File: src/rtl/mult_pipe_param.sv
// Pipelined shift-and-add multiplier with one partial product per stage.
// Stage 0 registers the operands and mode. Stage k (k = 1..WIDTH) adds the
// multiplicand, shifted by k-1, when multiplier bit k-1 is set. Stage WIDTH
// subtracts instead of adding for signed operands, because the multiplier MSB
// has weight -2^(WIDTH-1).
// Handshake: the whole pipeline advances together when adv = ~out_valid | out_ready,
// and in_ready = adv. An input transfer happens on an edge where
// in_valid & in_ready. An output transfer happens on an edge where
// out_valid & out_ready. While adv=0 every register, valid bits included, holds.
module mult_pipe_param #(
  parameter int WIDTH = 8
) (
  input  logic               clk,
  input  logic               rst,
  input  logic               in_valid,
  output logic               in_ready,
  input  logic               in_signed,
  input  logic [WIDTH-1:0]   in_a,
  input  logic [WIDTH-1:0]   in_b,
  output logic               out_valid,
  input  logic               out_ready,
  output logic [2*WIDTH-1:0] out_prod
);

  localparam int PW = 2 * WIDTH;

  logic             adv;

  // Stage 0: the raw operands and mode.
  logic             s0_v_q, s0_v_d;
  logic             s0_sg_q, s0_sg_d;
  logic [WIDTH-1:0] s0_a_q, s0_a_d;
  logic [WIDTH-1:0] s0_b_q, s0_b_d;

  // Stages 1..WIDTH: valid, partial sum, shifted multiplicand, multiplier and mode.
  logic             v_q   [1:WIDTH];
  logic             v_d   [1:WIDTH];
  logic [PW-1:0]    sum_q [1:WIDTH];
  logic [PW-1:0]    sum_d [1:WIDTH];
  logic [PW-1:0]    mc_q  [1:WIDTH];
  logic [PW-1:0]    mc_d  [1:WIDTH];
  logic [WIDTH-1:0] mp_q  [1:WIDTH];
  logic [WIDTH-1:0] mp_d  [1:WIDTH];
  logic             sg_q  [1:WIDTH];
  logic             sg_d  [1:WIDTH];

  logic [PW-1:0]    ext;
  logic [PW-1:0]    term;

  assign adv       = ~v_q[WIDTH] | out_ready;
  assign in_ready  = adv;
  assign out_valid = v_q[WIDTH];
  assign out_prod  = sum_q[WIDTH];

  // Stage 0 next state: capture the operands. The valid bit is set only when
  // the pair is actually accepted.
  always_comb begin
    s0_v_d  = in_valid & adv;
    s0_sg_d = in_signed;
    s0_a_d  = in_a;
    s0_b_d  = in_b;
  end

  // Partial-product stages: extend the multiplicand, then add (or subtract at
  // the MSB stage) one shifted copy per stage.
  always_comb begin
    ext  = s0_sg_q ? {{WIDTH{s0_a_q[WIDTH-1]}}, s0_a_q} : {{WIDTH{1'b0}}, s0_a_q};
    term = '0;

    v_d[1]   = s0_v_q;
    sum_d[1] = s0_b_q[0] ? ext : '0;
    mc_d[1]  = ext << 1;
    mp_d[1]  = s0_b_q;
    sg_d[1]  = s0_sg_q;

    for (int k = 2; k <= WIDTH; k++) begin
      term     = mp_q[k-1][k-1] ? mc_q[k-1] : '0;
      v_d[k]   = v_q[k-1];
      mp_d[k]  = mp_q[k-1];
      sg_d[k]  = sg_q[k-1];
      mc_d[k]  = mc_q[k-1] << 1;
      if ((k == WIDTH) && sg_q[k-1]) begin
        sum_d[k] = sum_q[k-1] - term;
      end else begin
        sum_d[k] = sum_q[k-1] + term;
      end
    end
  end

  // Pipeline registers: reset clears everything, otherwise all stages move in lockstep on adv.
  always_ff @(posedge clk) begin
    if (rst) begin
      s0_v_q  <= 1'b0;
      s0_sg_q <= 1'b0;
      s0_a_q  <= '0;
      s0_b_q  <= '0;
      for (int k = 1; k <= WIDTH; k++) begin
        v_q[k]   <= 1'b0;
        sum_q[k] <= '0;
        mc_q[k]  <= '0;
        mp_q[k]  <= '0;
        sg_q[k]  <= 1'b0;
      end
    end else if (adv) begin
      s0_v_q  <= s0_v_d;
      s0_sg_q <= s0_sg_d;
      s0_a_q  <= s0_a_d;
      s0_b_q  <= s0_b_d;
      for (int k = 1; k <= WIDTH; k++) begin
        v_q[k]   <= v_d[k];
        sum_q[k] <= sum_d[k];
        mc_q[k]  <= mc_d[k];
        mp_q[k]  <= mp_d[k];
        sg_q[k]  <= sg_d[k];
      end
    end
  end

endmodule

File: config.mk
export PLATFORM = sky130hd
export DESIGN_NAME = mult_pipe_param
export DESIGN_NICKNAME = d
export VERILOG_FILES = /design/src/rtl/mult_pipe_param.sv
export SDC_FILE = /design/constraint.sdc
export NUM_CORES = 1
export LEC_CHECK = 0
export BUFFER_PORTS_ARGS = -buffer_cell sky130_fd_sc_hd__buf_2
export CAP_MARGIN = 20
export CORE_MARGIN = 4
export CORE_UTILIZATION = 65
export DETAILED_ROUTE_END_ITERATION = 7
export PLACE_DENSITY = 0.84
export SYNTH_ARGS = -nofsm -noshare
export SYNTH_HDL_FRONTEND = slang
export SYNTH_SLANG_ARGS = --single-unit
File: constraint.sdc
create_clock -name clk -period 15.9 [get_ports clk]
set_input_delay 0 -clock clk [delete_from_list [all_inputs] [get_ports clk]]
set_output_delay 0 -clock clk [all_outputs]
set_load 0.1 [all_outputs]
Word level (Yosys, flattened, before mapping)
Memory sizes are Yosys's and may differ from the RTL's.
Cells that the tools add are included.
Storage, ports and cells
  register bits after elaboration: 18
  bits in writable memories: 328
  input port bits: 21
  output and inout bits: 18
  memories kept: 5
Memories
  sum_q: words 8, bits a word 16, read ports 8, clocked after Yosys merged registers in 0, write ports 8, RTL line 38  | logic [PW-1:0] sum_q [1:WIDTH];
  mc_q: words 8, bits a word 15, read ports 7, clocked after Yosys merged registers in 0, write ports 8, RTL line 40  | logic [PW-1:0] mc_q [1:WIDTH];
  mp_q: words 8, bits a word 8, read ports 7, clocked after Yosys merged registers in 0, write ports 8, RTL line 42  | logic [WIDTH-1:0] mp_q [1:WIDTH];
  sg_q: words 8, bits a word 1, read ports 7, clocked after Yosys merged registers in 0, write ports 8, RTL line 44  | logic sg_q [1:WIDTH];
  v_q: words 8, bits a word 1, read ports 8, clocked after Yosys merged registers in 0, write ports 8, RTL line 36  | logic v_q [1:WIDTH];
Operators by class
  add/sub/neg operators: 8
  mux-type cells: 55
  bitwise gates (word level): 43
Operators by type and width (count)
  16-bit 2-to-1 mux: 18
  15-bit 2-to-1 mux: 8
  16-bit adder: 7
  8-bit 2-to-1 mux: 8
  1-bit OR: 41
  1-bit 2-to-1 mux: 21
  16-bit subtractor: 1
  1-bit AND: 1
  1-bit NOT: 1

Logic depth before layout (Yosys ltp)
An unclocked memory read counts as a cell.
  depth in word-level cells: 7
  gate-level depth with buffers: 13
  gate-level depth less buffers: 12

Worst setup path before layout
OpenSTA, ideal clock, no wires.
  path kind: register to register
  from: reg v_q[0][8] (netlist name)
  to: reg mc_q[0][100] (netlist name)
  data arrival time: 5.312 ns
  required time: 14.120 ns
  path slack: 8.808 ns
  cell stages (with the launch flop): 4
  path through: edfxtp_1 > nor2b_1 > clkbuf_1 > nand2b_1

==> results.cfg <==
[yosys]
synthesis.nets = 1144
synth.most_common_cell = edfxtp_1
ys.flop_type = edfxtp_1
ys_ff_latch = 245
synth_common_cells = 227 x edfxtp_1, 202 x and2_1, 91 x nor2_1, 73 x ha_1, 63 x nand2_1
async_reset_ff_share_pct = 0
synth.top_cell.area_share_pct = 54.77
synth_compound_area_share_pct = 8.344
yosys_warnings = 0
synth-xor-area-share_pct = 4.293
synth-seq-area-share_pct = 57.67
synth.avg_cell_area_um2 = 11.92
syn_area_um2 = 12450
synth_top_family_by_area = simple AND/OR/NAND/NOR gates
synthMuxAreaShare_pct = 0.2413
synth_area_leaders = edfxtp_1 55%, and2_1 10%, ha_1 7.3%
syn_inst = 1044
yosys.area.top_type = edfxtp_1
synth-edff-count = 227
synthDistinctLibCells = 59
post_synth_and_or_nand_nor_area_fraction_pct = 18.81
synthAdderAreaFrac_pct = 8.304

[timing]
layout_setup_ws_ps = 12580
hold_viol = 0
fmax_mhz = 301.2
tns_ps = 0
grt_setup_unrepaired = false
setup_viol = 0
finalCritPeriodShare_pct = 20.88
period_minus_slack_ps = 3320
clock_skew_ps = 11.45
max_slew_margin_pct = 37.84
report.final.slew_viol_count = 0
worst_pin_slew_ps = 932.4

[layout]
drive_above_1_share_pct = 8.549
fin_cells = 1357
nNetsFinal = 1203
syn2layout_area_growth_pct = 12.29
fin_util_pct = 74.46
fillCellCount = 1183
n_antenna_cell = 0
final_area_um2 = 13970

[power]
ir_drop_mv = 0.09603
p_leak_nw = 6.250
p_per_area_nw_per_um2 = 94.45

[worst_setup_path]
reg2reg_to = sum_q[0][142]
cp.arrival_ps = 3550
crit_chain = nand2_1 > ha_1 > nor2_1 > or2_2 > o311ai_0 > ha_1 > a21oi_1 > nor2b_1 > a311oi_1 > o21bai_1 > xnor2_1 > nor2_1
cp_slowest_cell = edfxtp_1
critPathMaxFanout = 13
ff2ff_path_depth = 12
cp-end-kind = flop
critPathKind = reg2reg
rrSetupSlack_ps = 12580
rr_startpoint = mp_q[0][63]
cpPeakStageDelay_ps = 590
start_kind = flop
critical_path_required_ps = 16130

[route]
drtPass1Iterations = 5
wirelength_um = 22640
wl_per_cell_um = 16.69
m1WireLength_um = 8320
routed.top_layer = met4
via_count = 7805
drt_iter0_drc = 442
vias_per_cell = 5.752
drc = 0
dr_wl_met3_um = 765
ant_nets = 0
dr_wl_met2_um = 12880

[floorplanning]
start_util_pct = 66.31
core_um2 = 18770
ios = 39
die_y_um = 146.4
dieArea_um2 = 21430
dieWidth_um = 146.4
row_count = 50

[global_route]
grt_max_degree = 101
grt_pass1_vias = 8201
grt_pass1_wl_um = 37290
antenna_found_initial = 0
grtUsageTotal_pct = 20.87
grt_overflow = 0

[placement]
post-place-ws_ps = 12580
portBuffers = 38
gp_congestion = 0.8630
placed_area_um2 = 12730
dpl.cell_count = 1271
hpwlAfterDp_um = 13280

[clock_tree]
cts_setup_buffers = 0
root_buffer = clkbuf_16
cts_buffers = 26
ctsResizeCount = 0
cts_tree = done
clk_latency_ps = 520
clkTransAtPathRegs_ps = 60
clock_path_buffers = 3
cts_max_level = 1
cts.sinks = 245
hold_buffers = 36

[hold_path]
min_from = rst
min_path_cells = 3
worstHoldPathType = in2reg
hold_end = sum_q[0][40]

[run_status]
outcome = finished, final reports clean

[flow_run]
drv_cap = 0
-- sequential cells by signal (all words and copies together), names as in the netlist --
signal,flops
s0_b_q,8
mp_q,28
s0_sg_q,1
mc_q,63
sum_q,121
s0_a_q,8
s0_v_q,1
sg_q,7
v_q,8
-- layout make-up --
| type | instances | area (um^2) | share of cell area (%) |
|---|---|---|---|
| multi-input cells | 739 | 4997 | 35.76 |
| inverters | 10 | 37.54 | 0.2686 |
| flip-flops and latches | 245 | 7177 | 51.36 |
| repair buffers | 81 | 643.1 | 4.602 |
| clock inverters | 13 | 78.83 | 0.5641 |
| well taps | 234 | 292.8 | 2.095 |
| clock buffers | 35 | 748.2 | 5.354 |
-- layer usage --
metal	global-route usage, %	up-vias
met1	22.09	3731
met3	2.855	47
met5	0	-
met2	41.98	196
li1	-	3831
met4	6.867	0
-- power by group --
group          internal [W]   total, W  switching [W]
Clock              0.000333   0.000577       0.000244
Combinational     0.0000152  0.0000342      0.0000191
Sequential         0.000704   0.000709     0.00000499
-- critical path, delay by kind of cell (launching register included) --
kind                       cells  cell delay [ps]
AOI/OAI and AO/OA              4              980
xor gates and xnor gates       1              190
adders and majority gates      2              610
DFF                            1              590
and+or+nand+nor                5              680
-- per-stage QoR --
step	total power [W]	hold slack [ps]
2_1_floorplan	0.0007390	140.5
3_3_place_gp	0.0007458	244.3
3_5_place_dp	0.0007472	246.7
4_1_cts	0.001323	217.6
5_1_grt	0.001359	339.1
6_report	0.001320	274.6
-- cells by family (layout without fill, tap and decap cells) --
group / after synthesis / after routing
compound gates: 160 / 160
xor+xnor: 61 / 61
fa+ha+maj: 79 / 79
buf+inv: 60 / 139
flops: 245 / 245
mux: 3 / 3
simple gates: 436 / 436
-- worst max-delay path by stage --
| stage | startpoint | end | cells after the start |
|---|---|---|---|
| 5_1_grt | mp_q[0][63] | sum_q[0][142] | 12 |
| 3_3_place_gp | mp_q[0][63] | sum_q[0][143] | 12 |
| 6_report | mp_q[0][63] | sum_q[0][142] | 12 |
| 4_1_cts | mp_q[0][63] | sum_q[0][142] | 12 |
| 2_1_floorplan | v_q[0][8] | mc_q[0][100] | 3 |
| 3_5_place_dp | mp_q[0][63] | sum_q[0][142] | 12 |
-- cells in the final DEF (no fill, tap or decap), types with 5 or more instances in the layout --
| cell type | synthesis | layout |
|---|---|---|
| edfxtp_1 | 227 | 227 |
| and2_1 | 202 | 202 |
| nor2_1 | 91 | 90 |
| ha_1 | 73 | 73 |
| nand2_1 | 63 | 63 |
| a21oi_1 | 58 | 58 |
| buf_2 | 5 | 38 |
| dlygate4sd3_1 | 0 | 36 |
| xnor2_1 | 33 | 33 |
| clkbuf_16 | 0 | 29 |
| xor2_1 | 28 | 28 |
| nor3_1 | 18 | 18 |
| dfxtp_1 | 18 | 18 |
| a21o_1 | 17 | 17 |
| o21ai_0 | 15 | 15 |
| nand3_1 | 12 | 12 |
| and3_1 | 12 | 12 |
| o21a_1 | 11 | 11 |
| inv_1 | 10 | 10 |
| a31oi_1 | 9 | 9 |
| a211oi_1 | 9 | 9 |
| nor2b_1 | 8 | 7 |
| o21bai_1 | 7 | 7 |
| fa_1 | 6 | 6 |
| clkbuf_1 | 21 | 6 |
| o21ai_1 | 5 | 5 |
| nand2b_1 | 7 | 5 |
| buf_4 | 16 | 5 |
No activity file was read; power rests on OpenSTA's default activity.
